$ cat config.mk
export PLATFORM = sky130hd
export DESIGN_NAME = ram_cmd_arbiter
export DESIGN_NICKNAME = d
export VERILOG_FILES = /design/src/rtl/ram_arb_pkg.sv /design/src/rtl/rr_arbiter.sv /design/src/rtl/ram_cmd_arbiter.sv
export SDC_FILE = /design/constraint.sdc
export NUM_CORES = 1
export LEC_CHECK = 0
export CAP_MARGIN = 25
export CELL_PAD_IN_SITES_DETAIL_PLACEMENT = 1
export CELL_PAD_IN_SITES_GLOBAL_PLACEMENT = 1
export CORE_MARGIN = 4
export CORE_UTILIZATION = 47
export CTS_CLUSTER_DIAMETER = 60
export CTS_CLUSTER_SIZE = 30
export DETAILED_ROUTE_END_ITERATION = 8
export DONT_BUFFER_PORTS = 1
export GPL_ROUTABILITY_DRIVEN = 0
export PLACE_DENSITY_LB_ADDON = 0.1
export SLEW_MARGIN = 20
export SYNTH_ARGS = -nofsm -noshare
export SYNTH_HDL_FRONTEND = slang
export SYNTH_HIERARCHICAL = 1
export SYNTH_SLANG_ARGS = --single-unit
export TNS_END_PERCENT = 1
$ cat constraint.sdc
create_clock -name CLK -period 5.3 [get_ports CLK]
set_clock_uncertainty 0.1 [all_clocks]
set_input_delay 0.795 -clock CLK [delete_from_list [all_inputs] [get_ports CLK]]
set_output_delay 0.795 -clock CLK [all_outputs]
set_load 0.01 [all_outputs]
$ cat src/rtl/ram_arb_pkg.sv
// Shared constants for the round-robin command-RAM arbiter: RAM opcodes,
// FSM state encoding and default widths.
package ram_arb_pkg;

  localparam int unsigned DEF_NUM_REQ    = 2;
  localparam int unsigned DEF_DATA_WIDTH = 8;
  localparam int unsigned OPC_W          = 2;

  localparam logic [OPC_W-1:0] CMD_WR_ADDR = 2'b00;
  localparam logic [OPC_W-1:0] CMD_WR_DATA = 2'b01;
  localparam logic [OPC_W-1:0] CMD_RD_ADDR = 2'b10;
  localparam logic [OPC_W-1:0] CMD_RD_DATA = 2'b11;

  typedef enum logic [1:0] {
    ST_IDLE  = 2'd0,
    ST_ADDR  = 2'd1,
    ST_DATA  = 2'd2,
    ST_RWAIT = 2'd3
  } state_e;

endpackage

$ cat src/rtl/rr_arbiter.sv
// Masked round-robin grant: priority starts one past the last granted index
// and the pointer advances only when the grant is taken.
module rr_arbiter
  import ram_arb_pkg::*;
#(
  parameter int unsigned NUM_REQ = DEF_NUM_REQ,
  parameter int unsigned IDX_W   = (NUM_REQ > 1) ? $clog2(NUM_REQ) : 1
) (
  input  logic               clk_i,
  input  logic               rst_ni,
  input  logic [NUM_REQ-1:0] req_i,
  input  logic [NUM_REQ-1:0] mask_i,
  input  logic               grant_en_i,
  output logic               grant_valid_c_o,
  output logic [IDX_W-1:0]   grant_idx_c_o
);

  logic [IDX_W-1:0]   ptr_q, ptr_d;
  logic [NUM_REQ-1:0] elig;
  int unsigned        cand;

  assign elig = req_i & ~mask_i;

  // First eligible requester scanning from ptr+1, wrapping modulo NUM_REQ.
  always_comb begin
    grant_valid_c_o = 1'b0;
    grant_idx_c_o   = '0;
    cand            = 0;
    for (int unsigned off = 1; off <= NUM_REQ; off++) begin
      cand = (32'(ptr_q) + off) % NUM_REQ;
      if (!grant_valid_c_o && elig[IDX_W'(cand)]) begin
        grant_valid_c_o = 1'b1;
        grant_idx_c_o   = IDX_W'(cand);
      end
    end
  end

  assign ptr_d = (grant_en_i && grant_valid_c_o) ? grant_idx_c_o : ptr_q;

  always_ff @(posedge clk_i or negedge rst_ni) begin
    if (!rst_ni) begin
      ptr_q <= IDX_W'(NUM_REQ - 1);
    end else begin
      ptr_q <= ptr_d;
    end
  end

endmodule

$ cat src/rtl/ram_cmd_arbiter.sv
// Shares the single-port command RAM among NUM_REQ requesters, issuing each
// transaction atomically as address + data commands. Optional RAM_ARB_ADDR_CACHE_EN
// skips the address command when the RAM already holds the granted address.
module ram_cmd_arbiter
  import ram_arb_pkg::*;
#(
  parameter int unsigned NUM_REQ    = DEF_NUM_REQ,
  parameter int unsigned DATA_WIDTH = DEF_DATA_WIDTH,
  parameter int unsigned CMD_WIDTH  = DATA_WIDTH + OPC_W
) (
  input  logic                          CLK,
  input  logic                          rst_n,
  input  logic [NUM_REQ-1:0]            req,
  input  logic [NUM_REQ-1:0]            op,
  input  logic [NUM_REQ*DATA_WIDTH-1:0] addr,
  input  logic [NUM_REQ*DATA_WIDTH-1:0] wdata,
  output logic [NUM_REQ-1:0]            ack,
  output logic [DATA_WIDTH-1:0]         rdata,
  output logic                          busy,
  output logic [CMD_WIDTH-1:0]          ram_din,
  output logic                          ram_rx_valid,
  input  logic [DATA_WIDTH-1:0]         ram_dout,
  input  logic                          ram_tx_valid
);

  localparam int unsigned IDX_W = (NUM_REQ > 1) ? $clog2(NUM_REQ) : 1;

  state_e                 state_q, state_d;
  logic [IDX_W-1:0]       gnt_q, gnt_d, win_idx;
  logic                   win_vld, grant_en;
  logic                   op_q, op_d, sel_op;
  logic [DATA_WIDTH-1:0]  wdata_q, wdata_d, rdata_q, rdata_d, sel_addr, sel_wdata;
  logic [NUM_REQ-1:0]     ack_q, ack_d;
  logic [CMD_WIDTH-1:0]   din_q, din_d;
  logic                   rxv_q, rxv_d, busy_q;
`ifdef RAM_ARB_ADDR_CACHE_EN
  logic [DATA_WIDTH-1:0]  la_q, la_d;
  logic                   lv_q, lv_d;
`endif

  function automatic logic [CMD_WIDTH-1:0] addr_cmd(input logic rd, input logic [DATA_WIDTH-1:0] a);
    return CMD_WIDTH'({(rd ? CMD_RD_ADDR : CMD_WR_ADDR), a});
  endfunction

  function automatic logic [CMD_WIDTH-1:0] data_cmd(input logic rd, input logic [DATA_WIDTH-1:0] d);
    return CMD_WIDTH'({(rd ? CMD_RD_DATA : CMD_WR_DATA), (rd ? DATA_WIDTH'(0) : d)});
  endfunction

  // A requester whose ack is high this cycle is masked so it cannot be re-granted at once.
  rr_arbiter #(
    .NUM_REQ (NUM_REQ),
    .IDX_W   (IDX_W)
  ) u_rr (
    .clk_i           (CLK),
    .rst_ni          (rst_n),
    .req_i           (req),
    .mask_i          (ack_q),
    .grant_en_i      (grant_en),
    .grant_valid_c_o (win_vld),
    .grant_idx_c_o   (win_idx)
  );

  always_comb begin
    sel_op    = 1'b0;
    sel_addr  = '0;
    sel_wdata = '0;
    for (int unsigned i = 0; i < NUM_REQ; i++) begin
      if (win_idx == IDX_W'(i)) begin
        sel_op    = op[i];
        sel_addr  = addr[i*DATA_WIDTH +: DATA_WIDTH];
        sel_wdata = wdata[i*DATA_WIDTH +: DATA_WIDTH];
      end
    end
  end

  always_comb begin
    state_d  = state_q;
    gnt_d    = gnt_q;
    op_d     = op_q;
    wdata_d  = wdata_q;
    rdata_d  = rdata_q;
    din_d    = din_q;
    rxv_d    = 1'b0;
    ack_d    = '0;
    grant_en = 1'b0;
`ifdef RAM_ARB_ADDR_CACHE_EN
    la_d     = la_q;
    lv_d     = lv_q;
`endif
    case (state_q)
      ST_IDLE: begin
        if (win_vld) begin
          grant_en = 1'b1;
          gnt_d    = win_idx;
          op_d     = sel_op;
          wdata_d  = sel_wdata;
          rxv_d    = 1'b1;
`ifdef RAM_ARB_ADDR_CACHE_EN
          if (lv_q && (la_q == sel_addr)) begin
            din_d   = data_cmd(sel_op, sel_wdata);
            state_d = ST_DATA;
          end else begin
            din_d   = addr_cmd(sel_op, sel_addr);
            la_d    = sel_addr;
            lv_d    = 1'b1;
            state_d = ST_ADDR;
          end
`else
          din_d   = addr_cmd(sel_op, sel_addr);
          state_d = ST_ADDR;
`endif
        end
      end
      ST_ADDR: begin
        din_d   = data_cmd(op_q, wdata_q);
        rxv_d   = 1'b1;
        state_d = ST_DATA;
      end
      ST_DATA: begin
        if (op_q) begin
          state_d = ST_RWAIT;
        end else begin
          ack_d[gnt_q] = 1'b1;
          state_d      = ST_IDLE;
        end
      end
      ST_RWAIT: begin
        rdata_d      = ram_dout;
        ack_d[gnt_q] = 1'b1;
        state_d      = ST_IDLE;
      end
      default: state_d = ST_IDLE;
    endcase
  end

  always_ff @(posedge CLK or negedge rst_n) begin
    if (!rst_n) begin
      state_q <= ST_IDLE;
      gnt_q   <= '0;
      op_q    <= 1'b0;
      wdata_q <= '0;
      rdata_q <= '0;
      din_q   <= '0;
      rxv_q   <= 1'b0;
      ack_q   <= '0;
      busy_q  <= 1'b0;
`ifdef RAM_ARB_ADDR_CACHE_EN
      la_q    <= '0;
      lv_q    <= 1'b0;
`endif
    end else begin
      state_q <= state_d;
      gnt_q   <= gnt_d;
      op_q    <= op_d;
      wdata_q <= wdata_d;
      rdata_q <= rdata_d;
      din_q   <= din_d;
      rxv_q   <= rxv_d;
      ack_q   <= ack_d;
      busy_q  <= (state_d != ST_IDLE);
`ifdef RAM_ARB_ADDR_CACHE_EN
      la_q    <= la_d;
      lv_q    <= lv_d;
`endif
    end
  end

  assign ack          = ack_q;
  assign rdata        = rdata_q;
  assign busy         = busy_q;
  assign ram_din      = din_q;
  assign ram_rx_valid = rxv_q;

  // The RAM must present read data by the cycle after the read-data command.
  rwait_tx_valid_a: assert property (@(posedge CLK) disable iff (!rst_n)
    (state_q == ST_RWAIT) |-> ram_tx_valid);

endmodule

# Word level (Yosys, flattened, before mapping)

Index checks and enable logic that the tools add are counted.

Flip-flop bits (word level): 35
Output and inout port bits: 22

$lt $le $gt $ge: 4
Equal/unequal tests: 4
Add/subtract/negate cells: 2
Reductions and logical operators: 9
Muxes and demuxes: 26
Bitwise operators: 2

Operator list:

| operator                                                                     | number |
|---|---|
| 8-bit two-way mux                                                            | 3 |
| 10-bit one-hot mux with 2 select lines                                       | 1 |
| 1-bit two-way mux                                                            | 12 |
| 10-bit two-way mux                                                           | 1 |
| 2-bit two-way mux                                                            | 5 |
| 2-bit one-hot mux with 4 select lines                                        | 1 |
| 1-bit by 2-bit less-than comparator with 1-bit output, second input constant | 3 |
| 2-bit equality test, second input constant                                   | 2 |
| 2-bit one-hot mux with 2 select lines                                        | 1 |
| 2-bit AND reduction                                                          | 2 |
| 2-bit nonzero test                                                           | 2 |
| 1-bit logical AND                                                            | 3 |
| 1-bit adder, second input constant                                           | 2 |
| 2-bit AND                                                                    | 1 |
| 2-bit by 1-bit equality test with 1-bit output, second input constant        | 1 |
| 2-bit zero test                                                              | 1 |
| 2-bit by 1-bit != test with 1-bit output, second input constant              | 1 |
| 2-bit NOT                                                                    | 1 |
| 1-bit one-hot mux with 2 select lines                                        | 1 |
| 1-bit demux with 1-bit select                                                | 1 |
| 1-bit greater-or-equal comparator, second input constant                     | 1 |
| 1-bit zero test                                                              | 1 |

# Depth between registers and ports, before layout

Gate-level depths: netlist of run 1.

Depth in word-level cells: 12
Depth in mapped cells: 7
Depth with buffers taken out: 5

# By module

Netlist of run 1, hierarchy kept.

By module, submodules not included:

| module          | times used | area an instance (µm²) | cells an instance |
|---|---|---|---|
| ram_cmd_arbiter | 1          | 1612.8                 | 141 |
| rr_arbiter      | 1          | 88.8                   | 9 |

# Least setup slack after synthesis of run 1

Ideal clock, no wire load.

Path type: in2reg
Start: input req[1]
End: register din_q[9], in the netlist ram_din[9]
Path slack: 3.250 ns
Arrival: 1.825 ns
Stages: 7
Path through: nand2b_4 -> a31oi_1 -> buf_6 -> buf_12 -> mux2i_1 -> a21oi_1 -> mux2_4

Cells in the longest elaborated chain, start to end: 11
Elaborated cells on any way between the ends: 17
Classes of those cells: eq/ne (1); mux (12); bitwise (1); reduce/logical (3)

RTL lines:

| element                                              | line                   | text |
|---|---|---|
| start, declared                                      | ram_cmd_arbiter.sv:13  | `input logic [NUM_REQ-1:0] req,` |
| 2-bit AND (*)                                        | rr_arbiter.sv:22       | `assign elig = req_i & ~mask_i;` |
| 1-bit two-way mux (implied by the code) (2 in a row) | rr_arbiter.sv:31       | `if (!grant_valid_c_o && elig[IDX_W'(cand)]) begin` |
| 1-bit two-way mux                                    | rr_arbiter.sv:31       |  |
| 1-bit zero test                                      | rr_arbiter.sv:31       |  |
| 1-bit logical AND                                    | rr_arbiter.sv:31       |  |
| 1-bit two-way mux (*)                                | rr_arbiter.sv:31       |  |
| named net win_idx                                    | ram_cmd_arbiter.sv:29  | `logic [IDX_W-1:0] gnt_q, gnt_d, win_idx;` |
| 1-bit two-way mux (*)                                | ram_cmd_arbiter.sv:68  | `if (win_idx == IDX_W'(i)) begin` |
| 2-bit two-way mux (*)                                | ram_cmd_arbiter.sv:42  | `return CMD_WIDTH'({(rd ? CMD_RD_ADDR : CMD_WR_ADDR), a});` |
| 10-bit two-way mux (*)                               | ram_cmd_arbiter.sv:92  | `if (win_vld) begin` |
| 10-bit one-hot mux with 2 select lines (*)           | ram_cmd_arbiter.sv:90  | `case (state_q)` |
| end signal, assigned                                 | ram_cmd_arbiter.sv:157 | `din_q <= din_d;` |
| end, declared                                        | ram_cmd_arbiter.sv:34  | `logic [CMD_WIDTH-1:0] din_q, din_d;` |

Mark *: on every way through the listed nets, which the timed path passes. The rest lies on a longest branch. The select of a mux whose other input is x is not followed.
A chain may end at the register's enable or synchronous reset.

# Worst setup path in the final report of run 1

Start: register ack_q[0], in the netlist ack[0]
End: register gnt_q

Cells in the longest elaborated chain, start to end: 9
Elaborated cells on any way between the ends: 13
Classes of those cells: mux (8); bitwise (2); reduce/logical (3)

RTL lines:

| element                                              | line                   | text |
|---|---|---|
| start, declared                                      | ram_cmd_arbiter.sv:33  | `logic [NUM_REQ-1:0] ack_q, ack_d;` |
| start signal, assigned                               | ram_cmd_arbiter.sv:159 | `ack_q <= ack_d;` |
| 2-bit NOT (*)                                        | rr_arbiter.sv:22       |  |
| 2-bit AND (*)                                        | rr_arbiter.sv:22       |  |
| 1-bit two-way mux (implied by the code) (2 in a row) | rr_arbiter.sv:31       |  |
| 1-bit two-way mux                                    | rr_arbiter.sv:31       |  |
| 1-bit zero test                                      | rr_arbiter.sv:31       |  |
| 1-bit logical AND                                    | rr_arbiter.sv:31       |  |
| 1-bit two-way mux (*)                                | rr_arbiter.sv:31       |  |
| named net win_vld                                    | ram_cmd_arbiter.sv:30  | `logic win_vld, grant_en;` |
| 2-bit AND reduction (no source line) (*)             | -                      |  |
| end signal, assigned                                 | ram_cmd_arbiter.sv:153 | `gnt_q <= gnt_d;` |
| end, declared                                        | ram_cmd_arbiter.sv:29  |  |

Marked as above.

==> reports/metrics.cfg, run 1 <==
[worst_setup_path]
required_ns = 5.44
endpoint_kind = register
crit_type = reg -> reg
arrival_ns = 2.45
cp-startpoint = ack[0]
cp_max_fo = 21
startpoint_type = register
critical_path.endpoint = gnt_q
r2r-start = ack[0]
rrSetupSlack_ns = 2.99
r2r-end = gnt_q
ff2ff_path_depth = 3

[routing]
drt_first_iter_violations = 39
wl_mm = 3.47
antenna_left = 0
drc = 0
vias = 1080
routedWlPerCell_um = 17.8
drt_pass1_iterations = 4
avgViaCountPerCell = 5.54

[clock_tree]
clkLatencyLatePin_ns = 0.34
cts_tree = done
numCtsBuffers = 5
path_clk_slew_ns = 0.11
h-tree-depth = 2
cts_resized = 0
clockRootBuffer = clkbuf_4
postCtsSetupBuffers = 0
cts_buffer_depth = 2
cts_sinks = 35

[timing]
fmax_ghz = 0.433
report.final.slew_viol_count = 0
finalHoldViolCount = 0
slew_headroom_pct = 39.3
post-route-min-period_ns = 2.31
tns_ns = 0
setup_viol = 0
tightestPinTransition_ns = 0.907
rsz0062_at_grt = false
finalCritPeriodShare_pct = 43.5

[hold_path]
hp-class = in -> async

[finish]
drive_gt1_share_pct = 21.5
nets = 195
syn_to_final_growth_pct = 5.29
layout_commonest_cell = dfrtp_1
stdcell_area_sq_mm = 0.00179
antenna_cells = 0
nFillCells = 391
final_cell_mix = dfrtp_1 (34), nor2_1 (18), mux2_2 (17)

[placed_design]
post-dp-hpwl_mm = 2.49
place_area_sq_mm = 0.00168
io_buffers = 0

[synth]
synthesis.nets = 197
yosysWarnings = 6
syn_inst = 150
synth_area_leaders = dfrtp_1 (50%), mux2_2 (11%), mux2i_1 (5.3%)
syn_area_per_cell_sq_um = 11.3
ys_ff_latch = 35
yosysUniqueCellTypes = 26
synth.yosys.seq_area_share_pct = 51.5
netlist.area_leader.share_pct = 50.0
synth_area_sq_mm = 0.00170
synth_top_cell_by_area = dfrtp_1

[grt]
first_global_vias = 1088
grt_first_pass_wirelength_mm = 5.22
antenna_found_initial = 0
track_usage_pct = 15.7
grt_overflow = 0
grt_max_degree = 36

[power_and_ir_drop]
vdd_ir_drop_max_uv = 273
p_per_area_mw_per_mm2 = 658
p_leak_nw = 0.757

[die]
start_util_pct = 49.8
die_w_um = 68.2
coreArea_sq_mm = 0.00342
dieArea_sq_mm = 0.00465
die_h_um = 68.2
io-pin-count = 69
core.rowCount = 21

[run]
cap_violations = 0

[outcome]
status = finished, final reports clean

## worst min path at each step
stage,endpoint,slack [ns]
2_1_floorplan,ack[0],0.31
3_3_place_gp,ack[0],0.34
3_5_place_dp,ack[0],0.34
5_1_grt,wdata_q[2],0.005
6_report,ram_rx_valid,0.05
4_1_cts,ram_din[0],0.005
## state kept, by name, indices dropped and copies added, names as in the netlist
signal,count
op_q,1
gnt_q,1
ack,2
state_q,2
wdata_q,8
ram_rx_valid,1
busy,1
u_rr/ptr_q,1
rdata,8
ram_din,10
## repair_timing
item	4_1_cts	5_1_grt
hold endpoints to repair	0	20
hold buffers	0	1
endpoints found under the setup margin	0	0
## cells in the mapped netlist (all sizes together)
| cell | n |
|---|---|
| a21oi | 11 |
| a31oi | 9 |
| and3 | 1 |
| buf | 9 |
| clkbuf | 2 |
| dfrtp | 34 |
| dfstp | 1 |
| inv | 2 |
| mux2 | 18 |
| mux2i | 9 |
| nand2 | 14 |
| nand2b | 6 |
| nand3b | 10 |
| nor2 | 18 |
| nor2b | 1 |
| nor3b | 2 |
| o21ai | 1 |
| o21ba | 1 |
| o2bb2ai | 1 |
## final cells by class
type | count | area [sq um] | share of cell area [%]
clock buffers | 6 | 41.3 | 2.30
clock inverters | 2 | 60.1 | 3.35
inverters | 2 | 7.51 | 0.419
multi-input cells | 102 | 731 | 40.8
flip-flops and latches | 35 | 877 | 49.0
well taps | 46 | 57.6 | 3.21
repair buffers | 2 | 17.5 | 0.978
## per-layer routing
| metal | GRT usage (%) | share of wire [%] | up-vias |
|---|---|---|---|
| met3 | 6.90 | 8.5 | 6 |
| li1 | - | - | 510 |
| met5 | 0 | 0 | - |
| met1 | 20.7 | 43 | 514 |
| met2 | 22.4 | 47 | 50 |
| met4 | 6.70 | 1.6 | 0 |
## critical path, cell delays in order (launching register included)
cell and delay, ns:
dfrtp_1 0.45, o21ai_0 0.46, nor3b_4 0.78, mux2_2 0.41
## kinds of logic (layout without fill, tap and decap cells)
| kind of cell | count (synthesis) | after routing | share of synthesized area (%) |
|---|---|---|---|
| compound gates | 23 | 23 | 8.31 |
| buf+inv | 13 | 12 | 6.25 |
| flops | 35 | 35 | 51.5 |
| mux | 27 | 27 | 17.4 |
| simple gates | 52 | 52 | 16.5 |
## per-stage QoR
step                      hold slack [ns]  worst slack [ns]  std cells  power (mW)  utilization [%]
after floorplan                     0.310              3.25        150       0.906                -
after global placement              0.339              2.46        186       0.918             49.0
after detailed placement            0.339              2.67        186       0.951             49.2
after CTS                         0.00494              3.00        194        1.19             52.2
after global routing              0.00455              2.82        195        1.27             52.5
final                              0.0481              2.99        195        1.18             52.5
## report_power, final
part / total [mW] / internal, mW / leakage (nW) / switching (mW)
clock network: 0.235 / 0.147 / 0.0525 / 0.0880
registers: 0.558 / 0.406 / 0.404 / 0.153
logic: 0.385 / 0.192 / 0.300 / 0.193
total: 1.18 / 0.745 / 0.757 / 0.434
Power figures use the tool's default switching activity.
==> run 2, diff against run 1 <==
--- a/config.mk
+++ b/config.mk
@@ -9,7 +9,7 @@
 export CELL_PAD_IN_SITES_DETAIL_PLACEMENT = 1
 export CELL_PAD_IN_SITES_GLOBAL_PLACEMENT = 1
 export CORE_MARGIN = 4
-export CORE_UTILIZATION = 47
+export CORE_UTILIZATION = 42
 export CTS_CLUSTER_DIAMETER = 60
 export CTS_CLUSTER_SIZE = 30
 export DETAILED_ROUTE_END_ITERATION = 8
==> constraint.sdc (replaced) <==
create_clock -name CLK -period 1.9 [get_ports CLK]
set_clock_uncertainty 0.1 [all_clocks]
set_input_delay 0.285 -clock CLK [delete_from_list [all_inputs] [get_ports CLK]]
set_output_delay 0.285 -clock CLK [all_outputs]
set_load 0.01 [all_outputs]
==> reports/metrics.cfg, run 2 (synthesized netlist as in run 1, its figures left out) <==
[timing]
fmax_ghz = 0.586  ; +35%
slew_headroom_pct = 67.3  ; +28 points
tightestPinTransition_ns = 0.490  ; -0.417 ns
finalCritPeriodShare_pct = 89.8  ; +46 points
rsz0062_at_grt = false
finalHoldViolCount = 0  ; unchanged
post-route-min-period_ns = 1.71  ; -0.600 ns
report.final.slew_viol_count = 0  ; unchanged
tns_ns = 0  ; unchanged
setup_viol = 0  ; unchanged

[die]
start_util_pct = 44.8  ; -5.0 points
die_w_um = 71.7  ; +5.1%
coreArea_sq_mm = 0.00380  ; +11%
io-pin-count = 69  ; unchanged
die_h_um = 71.7  ; +5.1%
core.rowCount = 22  ; +4.8%
dieArea_sq_mm = 0.00513  ; +10%

[outcome]
status = finished, final reports clean

[clock_tree]
cts_sinks = 35  ; unchanged
postCtsSetupBuffers = 0  ; unchanged
clockRootBuffer = clkbuf_8
cts_resized = 0  ; unchanged
path_clk_slew_ns = 0.07  ; -0.04 ns
numCtsBuffers = 5  ; unchanged
clkLatencyLatePin_ns = 0.28  ; -0.06 ns
cts_buffer_depth = 2  ; unchanged
cts_tree = done
h-tree-depth = 2  ; unchanged
ctsHoldBuffers = 2  ; +2

[placed_design]
post-dp-hpwl_mm = 2.66  ; +6.7%
dp_cells = 194  ; +4.3%
place_area_sq_mm = 0.00173  ; +3.2%
io_buffers = 0  ; unchanged

[grt]
track_usage_pct = 14.4  ; -1.3 points
grt_first_pass_wirelength_mm = 5.71  ; +9.2%
grt_overflow = 0  ; unchanged
antenna_found_initial = 0  ; unchanged
first_global_vias = 1130  ; +3.9%
grt_max_degree = 36  ; unchanged

[worst_setup_path]
ff2ff_path_depth = 6  ; +3
endpoint_kind = register
r2r-start = ack[1]
startpoint_type = register
arrival_ns = 1.77  ; -0.68 ns
required_ns = 1.96  ; -3.48 ns
r2r-end = ram_din[0]
rrSetupSlack_ns = 0.19  ; -2.80 ns
crit_type = reg -> reg
cp_max_fo = 17  ; -19%

[power_and_ir_drop]
vdd_ir_drop_max_uv = 789  ; +190%
p_leak_nw = 0.787  ; +3.9%
p_per_area_mw_per_mm2 = 1760  ; +170%

[finish]
stdcell_area_sq_mm = 0.00185  ; +3.2%
layout_commonest_cell = dfrtp_1
nFillCells = 411  ; +5.1%
nets = 202  ; +3.6%
fin_cells = 204  ; +4.6%
antenna_cells = 0  ; unchanged
final_cell_mix = dfrtp_1 (34), nor2_1 (18), mux2_2 (17)
largest_reg_flops = 10  ; unchanged
drive_gt1_share_pct = 25.0  ; +3.5 points
syn_to_final_growth_pct = 8.68

[routing]
drt_first_iter_violations = 53  ; +36%
drc = 0  ; unchanged
avgViaCountPerCell = 5.43  ; -1.9%
drt_pass1_iterations = 3  ; -1
vias = 1108  ; +2.6%
wl_mm = 3.58  ; +3.4%
antenna_left = 0  ; unchanged
routedWlPerCell_um = 17.6  ; -1.2%

[hold_path]
hp-class = in -> reg
worstHoldStart = req[1]
hold_path_depth = 2
min_to = u_rr/ptr_q

[run]
cap_violations = 0  ; unchanged

## run 2: worst max-delay path, stage by stage (launching register included)
cell	delay (ns)
dfrtp_1	0.38
nand2b_4	0.15
a31oi_2	0.25
buf_12	0.21
mux2_2	0.34
nand2_1	0.07
a31oi_1	0.09
## run 2: final cells by class
type                            instances  area (sq um)  share of cell area [%]
Clock buffer                            6          72.6                    3.92
Clock inverter                          2          12.5                   0.677
Inverter                                2          7.51                   0.406
Multi-Input combinational cell        102           724                    39.2
Sequential cell                        35           877                    47.4
Tap cell                               48          60.1                    3.25
Timing Repair Buffer                    9          95.1                    5.14
## run 2: power breakdown
group          internal (mW)  total (mW)  switching, mW
logic                  0.613        1.18          0.562
clock network          0.256       0.511          0.255
registers               1.13        1.56          0.425
## run 2: how the worst max path moves through the flow
stage / depth (start not counted) / to / from
final: 6 / ram_din[0] / ack[1]
after global routing: 6 / ram_din[0] / ack[0]
after CTS: 6 / ram_din[0] / ack[1]
after detailed placement: 6 / ram_din[0] / ack[1]
after global placement: 5 / ram_din[9] / ack[1]
after floorplan: 7 / ram_din[9] / ack[1]
## run 2: through the flow
step | total power, mW | hold slack [ns] | setup slack (ns) | utilization (%)
2_1_floorplan | 2.53 | -0.111 | 0.143 | -
3_3_place_gp | 2.66 | -0.110 | 0.217 | 45.7
3_5_place_dp | 2.75 | -0.110 | 0.173 | 45.7
4_1_cts | 3.29 | 0.0226 | 0.171 | 48.7
5_1_grt | 3.51 | 0.0317 | 0.0573 | 48.7
6_report | 3.25 | 0.0316 | 0.193 | 48.7
## run 2: routing by layer
metal	vias to the layer above	global-route usage [%]	part of all wire, %
met5	-	0	0
met4	0	5.64	1.1
met3	5	4.35	9.4
met2	47	21.3	45
met1	532	19.7	45
li1	524	-	-
